<file path="src/rtl/common.sv">
// Shared sizing helpers for the core.
// Register-index widths derived from NREG.
package common;
  localparam int NREG_DFLT = 32;
  localparam int RW = $clog2(NREG_DFLT);

  function automatic int regw(input int n);
    return $clog2(n);
  endfunction
endpackage

</file>
<file path="src/rtl/pipes.sv">
// Inter-stage types shared by the pipeline.
// Forward selects, write kinds, hazard records.
package pipes;
  import common::*;

  typedef enum logic [2:0] {
    FW_REGFILE = 3'd0,
    FW_RESULT  = 3'd1,
    FW_WD      = 3'd2,
    FW_PCPLUS4 = 3'd3,
    FW_SREGWD  = 3'd4
  } forward_t;

  typedef enum logic [1:0] {
    WK_ALU  = 2'd0,
    WK_LOAD = 2'd1,
    WK_LINK = 2'd2,
    WK_CSR  = 2'd3
  } wkind_t;

  typedef struct packed {
    logic          valid;
    logic [RW-1:0] rd;
    wkind_t        kind;
  } hz_rec_t;

  localparam hz_rec_t REC_NONE = '{
    valid: 1'b0,
    rd:    '0,
    kind:  WK_ALU
  };
endpackage

</file>
<file path="src/rtl/hz_match.sv">
// Per-source forward select and load-use detect.
// Execute record beats Memory record; x0 never hits.
module hz_match
  import common::*, pipes::*;
(
  input  logic [RW-1:0] src,
  input  hz_rec_t       e,
  input  hz_rec_t       m,
  output forward_t      sel,
  output logic          lu
);

  // Pick the youngest producer of src
  always_comb begin
    sel = FW_REGFILE;
    lu  = 1'b0;
    if (src != '0) begin
      if (e.valid && e.rd == src) begin
        unique case (e.kind)
          WK_ALU:  sel = FW_RESULT;
          WK_LINK: sel = FW_PCPLUS4;
          WK_CSR:  sel = FW_SREGWD;
          WK_LOAD: lu  = 1'b1;
          default: sel = FW_REGFILE;
        endcase
      end else if (m.valid && m.rd == src) begin
        sel = FW_WD;
      end
    end
  end

endmodule

</file>
<file path="src/rtl/hazard_unit.sv">
// Forwarding and stall scheduler.
// Tracks E/M write records; registers fwd selects.
module hazard_unit
  import common::*, pipes::*;
#(
  parameter int NREG = NREG_DFLT
) (
  input  logic                  clk,
  input  logic                  reset,
  input  logic                  d_valid,
  input  logic [regw(NREG)-1:0] d_rs1,
  input  logic [regw(NREG)-1:0] d_rs2,
  input  logic [regw(NREG)-1:0] d_rd,
  input  logic                  d_wen,
  input  logic [1:0]            d_kind,
  input  logic                  flush,
  input  logic                  mem_wait,
  output logic                  stall_fd,
  output logic                  bubble_e,
  output logic                  freeze,
  output logic [2:0]            fwd_a,
  output logic [2:0]            fwd_b
);

  hz_rec_t  e_rec;
  hz_rec_t  m_rec;
  hz_rec_t  d_rec;
  logic     flush_pend;
  forward_t sel_a;
  forward_t sel_b;
  logic     lu_a;
  logic     lu_b;
  logic     adv;
  logic     kill;
  logic     load_use;

  hz_match u_match_a (
    .src (d_rs1),
    .e   (e_rec),
    .m   (m_rec),
    .sel (sel_a),
    .lu  (lu_a)
  );

  hz_match u_match_b (
    .src (d_rs2),
    .e   (e_rec),
    .m   (m_rec),
    .sel (sel_b),
    .lu  (lu_b)
  );

  // Stall/bubble/freeze decode; flush beats load-use
  always_comb begin
    d_rec.valid = d_valid && d_wen && (d_rd != '0);
    d_rec.rd    = d_rd;
    d_rec.kind  = wkind_t'(d_kind);
    adv         = !mem_wait;
    kill        = flush || flush_pend;
    load_use    = d_valid && (lu_a || lu_b);
    freeze      = mem_wait;
    stall_fd    = adv && !kill && load_use;
    bubble_e    = adv && !kill && load_use;
  end

  // Advance records and selects unless frozen
  always_ff @(posedge clk or posedge reset) begin
    if (reset) begin
      e_rec      <= REC_NONE;
      m_rec      <= REC_NONE;
      flush_pend <= 1'b0;
      fwd_a      <= FW_REGFILE;
      fwd_b      <= FW_REGFILE;
    end else if (adv) begin
      m_rec      <= e_rec;
      flush_pend <= 1'b0;
      if (kill || load_use) begin
        e_rec <= REC_NONE;
        fwd_a <= FW_REGFILE;
        fwd_b <= FW_REGFILE;
      end else begin
        e_rec <= d_rec;
        fwd_a <= sel_a;
        fwd_b <= sel_b;
      end
    end else begin
      flush_pend <= flush_pend || flush;
    end
  end

endmodule

</file>
<file path="config.mk">
export PLATFORM = sky130hd
export DESIGN_NAME = hazard_unit
export DESIGN_NICKNAME = d
export VERILOG_FILES = /design/src/rtl/common.sv /design/src/rtl/pipes.sv /design/src/rtl/hz_match.sv /design/src/rtl/hazard_unit.sv
export SDC_FILE = /design/constraint.sdc
export NUM_CORES = 1
export LEC_CHECK = 0
export ABC_AREA = 1
export CAP_MARGIN = 15
export CORE_UTILIZATION = 50
export CTS_CLUSTER_DIAMETER = 80
export DETAILED_ROUTE_END_ITERATION = 16
export GPL_ROUTABILITY_DRIVEN = 0
export HOLD_SLACK_MARGIN = 0.1
export PLACE_DENSITY = 0.79
export SYNTH_ARGS = -nofsm -noshare
export SYNTH_HDL_FRONTEND = slang
export SYNTH_HIERARCHICAL = 1
export SYNTH_SLANG_ARGS = --single-unit
</file>
<file path="constraint.sdc">
create_clock -name clk -period 1.9 [get_ports clk]
set_input_delay 0.285 -clock clk [delete_from_list [all_inputs] [get_ports clk]]
set_output_delay 0.285 -clock clk [all_outputs]
set_load 0.005 [all_outputs]
</file>
Word-level counts from Yosys, hierarchy flattened --
Index checks and enable logic that the tools add are counted. W data, S select, Z words.
Cells by class: mux-type cells 16, equal/unequal tests 7, reduce and logical (&&, ||, !) cells 18
Operators by type and width (count):
- $eq A5 B5 Y1 | 4
- $mux W3 | 6
- $reduce_bool A5 Y1 | 3
- $logic_and A1 B1 Y1 | 9
- $pmux W3 S3 | 1
- $mux W8 | 1
- $mux W1 | 6
- $eq A2 B2 Y1 const B | 2
- $mux W2 | 2
- $logic_or A1 B1 Y1 | 3
- $eq A2 B1 Y1 const B | 1
- $logic_not A1 Y1 | 2
- $logic_not A2 Y1 | 1
Storage, ports and cells: bits in registers 21, word-level logic and storage cells 49, output and inout port bits 9, input bits 23

Longest topological paths before layout --
Gate-level depths: netlist of run 1.
depth in word-level cells 8, depth in mapped cells 14, gate-level depth less buffers 13

By module --
Netlist of run 1, hierarchy kept.
By module, submodules not included:
- hazard_unit | cells each 107, seq. area each 575.6 um^2, area each 928.4 um^2, times used 1
- hz_match | cells each 64, seq. area each 0.0 um^2, area each 282.8 um^2, times used 2

Least setup slack after synthesis of run 1 --
No wires, ideal clock.
path kind reg2out, start point reg e_rec[5] (netlist bit), end point out stall_fd, path buffers 1, data required time 1.615 ns, stages on the path, launching flop included 11, data arrival time 1.407 ns, setup slack 0.208 ns, cell sequence dfrtp_1 -> nand2_1 -> nand2_1 -> nor2_4 -> nand2_2 -> nor2_4 -> nand2_2 -> nor2_1 -> nor2_1 -> nor3_1 -> buf_4
On the way: cells in the longest elaborated chain, start to end 7, elaborated cells between the ends (all ways) 11, those cells by class eq/ne: 2; mux: 4; reduce/logical: 5
RTL lines:
- start, declared | RTL line hazard_unit.sv:25 | hz_rec_t e_rec;
- start signal, assigned | RTL line hazard_unit.sv:82 | e_rec <= d_rec;
- $eq A5 B5 Y1 | RTL line hz_match.sv:18 | if (e.valid && e.rd == src) begin
- $logic_and A1 B1 Y1 | RTL line hz_match.sv:18
- $mux W1 | RTL line hz_match.sv:18
- $mux W1 | RTL line hz_match.sv:17 | if (src != '0) begin
- named net lu_b | RTL line hazard_unit.sv:32 | logic lu_b;
- $logic_or A1 B1 Y1 | RTL line hazard_unit.sv:60 | load_use = d_valid && (lu_a || lu_b);
- $logic_and A1 B1 Y1 | RTL line hazard_unit.sv:60
- $logic_and A1 B1 Y1
- end, declared | RTL line hazard_unit.sv:18 | output logic stall_fd,
The timed path passes the listed nets, and every way through them passes these cells.

Worst setup path after layout of run 1 --
start point reg e_rec[3] (netlist bit), end point out bubble_e
On the way: cells in the longest elaborated chain, start to end 7, elaborated cells between the ends (all ways) 11, those cells by class eq/ne: 2; mux: 4; reduce/logical: 5
RTL lines:
- $eq A5 B5 Y1 | RTL line hz_match.sv:18
- $logic_and A1 B1 Y1 | RTL line hz_match.sv:18
- $mux W1 | RTL line hz_match.sv:18
- $mux W1 | RTL line hz_match.sv:17
- named net lu_a | RTL line hazard_unit.sv:31 | logic lu_a;
- $logic_or A1 B1 Y1 | RTL line hazard_unit.sv:60
- $logic_and A1 B1 Y1 | RTL line hazard_unit.sv:60
- $logic_and A1 B1 Y1 | RTL line hazard_unit.sv:63 | bubble_e = adv && !kill && load_use;
- end, declared | RTL line hazard_unit.sv:19 | output logic bubble_e,
The timed path passes the listed nets, and every way through them passes these cells.

==> results of run 1 <==
worst max path at each step:
| stage | to | cells after the start | slack [ns] |
|---|---|---|---|
| finish | bubble_e | 10 | -0.1 |
| global route | bubble_e | 11 | -0.26 |
| CTS | stall_fd | 11 | -0.13 |
| detailed placement | stall_fd | 12 | -0.62 |
| global placement | bubble_e | 12 | -0.58 |
| floorplan | stall_fd | 10 | 0.21 |
cell type report:
type / instances / area share (%)
Timing Repair Buffer: 60 / 25.7
Tap cell: 30 / 1.86
Clock inverter: 1 / 0.248
Sequential cell: 21 / 26.1
Inverter: 34 / 6.44
Clock buffer: 3 / 1.11
Multi-Input combinational cell: 168 / 38.5
flip-flops by register name (all words and copies together) (netlist names):
signal / cells
flush_pend: 1
fwd_b: 3
m_rec: 6
fwd_a: 3
e_rec: 8
routing by layer:
metal	global-route usage [%]	up-vias	wire length, um
met2	42.0	43	1640
met1	30.4	689	1490
met4	10.7	0	65
met5	0	-	0
met3	3.75	6	176
li1	-	787	-
what timing repair did:
action,4_1_cts,5_1_grt
setup endpoints to repair,2,17
pin swaps,6,1
resized for setup,16,16
hold endpoints to repair,0,0
gates cloned,0,0
stage by stage:
step                      setup TNS, ns  util [%]
after global placement            -2.90      75.6
after floorplan                       0         -
after CTS                        -0.257      76.6
after detailed placement          -3.63      75.6
after global routing             -0.563      78.1
final                            -0.193      78.1
critical path, stage by stage, from the launching register on:
cell     delay (ns)
dfrtp_2        0.47
nand2_2        0.10
nand2_2        0.07
nor2_4         0.11
nand2_2        0.08
nor2_4         0.10
nand2_2        0.08
nor2_4         0.09
nor2_2         0.05
nor3_2         0.12
buf_2          0.14
cells in the final DEF (no fill, tap or decap), types with 3 or more instances in the layout:
cell / count
nor2_1: 29
dlygate4sd2_1: 3
clkinv_1: 4
inv_1: 17
nand2_2: 17
nand3_1: 5
o21ai_0: 5
buf_4: 28
nor2_4: 8
clkdlybuf4s50_1: 25
dfrtp_1: 19
nand2_1: 94
clkbuf_4: 3
inv_2: 12
power by group through the flow:
| stage | Combinational [mW] | Clock, mW | Sequential (mW) |
|---|---|---|---|
| 2_1_floorplan | 0.135 | 0 | 0.501 |
| 3_3_place_gp | 0.257 | 0 | 0.507 |
| 3_5_place_dp | 0.264 | 0 | 0.508 |
| 4_1_cts | 0.266 | 0.224 | 0.500 |
| 5_1_grt | 0.309 | 0.247 | 0.507 |
| 6_report | 0.275 | 0.217 | 0.501 |
==> metrics, run 1 <==
sequential power share 50.5%; sw frac 31.0%; worst setup margin -0.0965 ns; initial core utilization 55.0%; largest net degree at the start of global routing 22; via count 1,525; status finished, violations left; vias in the first global route 1,463; multi-input logic area 778 sq um; FILL cells 219; final setup fails 2; clock tree sinks 21; # nets final 311; final std cells w/o fill 317; CP Capture Type primary output; Cell Int Power 686 uW; syn_nets 251; IO buf count 31; fmax 501 MHz; failing checks negative setup slack; CP Data Arrival Time 1.71 ns; post-CTS setup buffer count 0; die height 55.4 um; worst hold slack 0.285 ns; Startpoint Class flop; CTS tree built; clk_skew 0.0117 ns; Post-Route WL 3.38 mm; worst r2r src e_rec[3]; Max VDD drop 0.464 mV; Tmin final 2.00 ns; Remaining Overflow, GRT 0; Routed Antenna Nets 0; CP Data Required Time 1.62 ns; routed length per instance 10.7 um; FF-to-FF path depth 13; Cells after Synth 228; die area 3070 sq um; first-pass GRT wire length 5.97 mm; Max Cap Violations 0; Worst setup startpoint e_rec[3]; Comb pwr share 27.7%; Slew headroom 82.4%; Reg clk slew, reported paths 0.12 ns; Post-DP Area 1960 sq um; DR DRC count 0; FF/Latch Area 528 sq um; DRT Pass-1 Iters 4; Power Dens Cells 491 nW/um^2; share of cells above drive strength 1 27.2%; CTS Root Cell clkbuf_4; Mapped Area 1420 sq um; crit-path max FO 5; FF-to-FF setup slack 0.15 ns; Worst Tran Pin Value 0.264 ns; final hold violation count 0; DP Wirelength 2.61 mm; Finished Cell Area 2020 sq um; post-placement cell count 313; Max Root-Sink Buffers 2; hold_buf cts 0; IO Count 32; total power 993 uW; Reg2Reg Capture Point e_rec[0]; worst-skew pair later-pin latency 0.31 ns; Setup CP Type reg -> out; cts bufs inserted 3; total track usage 24.5%; setup slack at placement -0.624 ns; n_diodes 0; Slew Viols, Final 0; initial antenna violation count 0; drt first-iter violations 61; Syn Area/Cell 6.25 sq um; Rows 18; die span in x 55.4 um; Psw 307 uW; vias per inst 4.81; RSZ-0062 raised after global routing yes; Worst Hold Class in -> async; CTS H-tree lvls 1; Synth-to-Final Area Change 42.0%; Leak Pwr 1.05 nW; Clock Power Share 21.8%; core area 2590 sq um; final period utilization 105%; synth warn 6
Power figures use the tool's default switching activity.
==> inputs of run 2 (changes only) <==
ABC_CLOCK_PERIOD_IN_PS = 1900   (was default)
==> results of run 2 <==
Same layout as run 1: the final DEF is identical, and so are final timing and power.
==> inputs of run 3 (changes only) <==
ABC_CLOCK_PERIOD_IN_PS = default   (was 1900)
==> results of run 3 <==
Same layout as run 1: the final DEF is identical, and so are final timing and power.
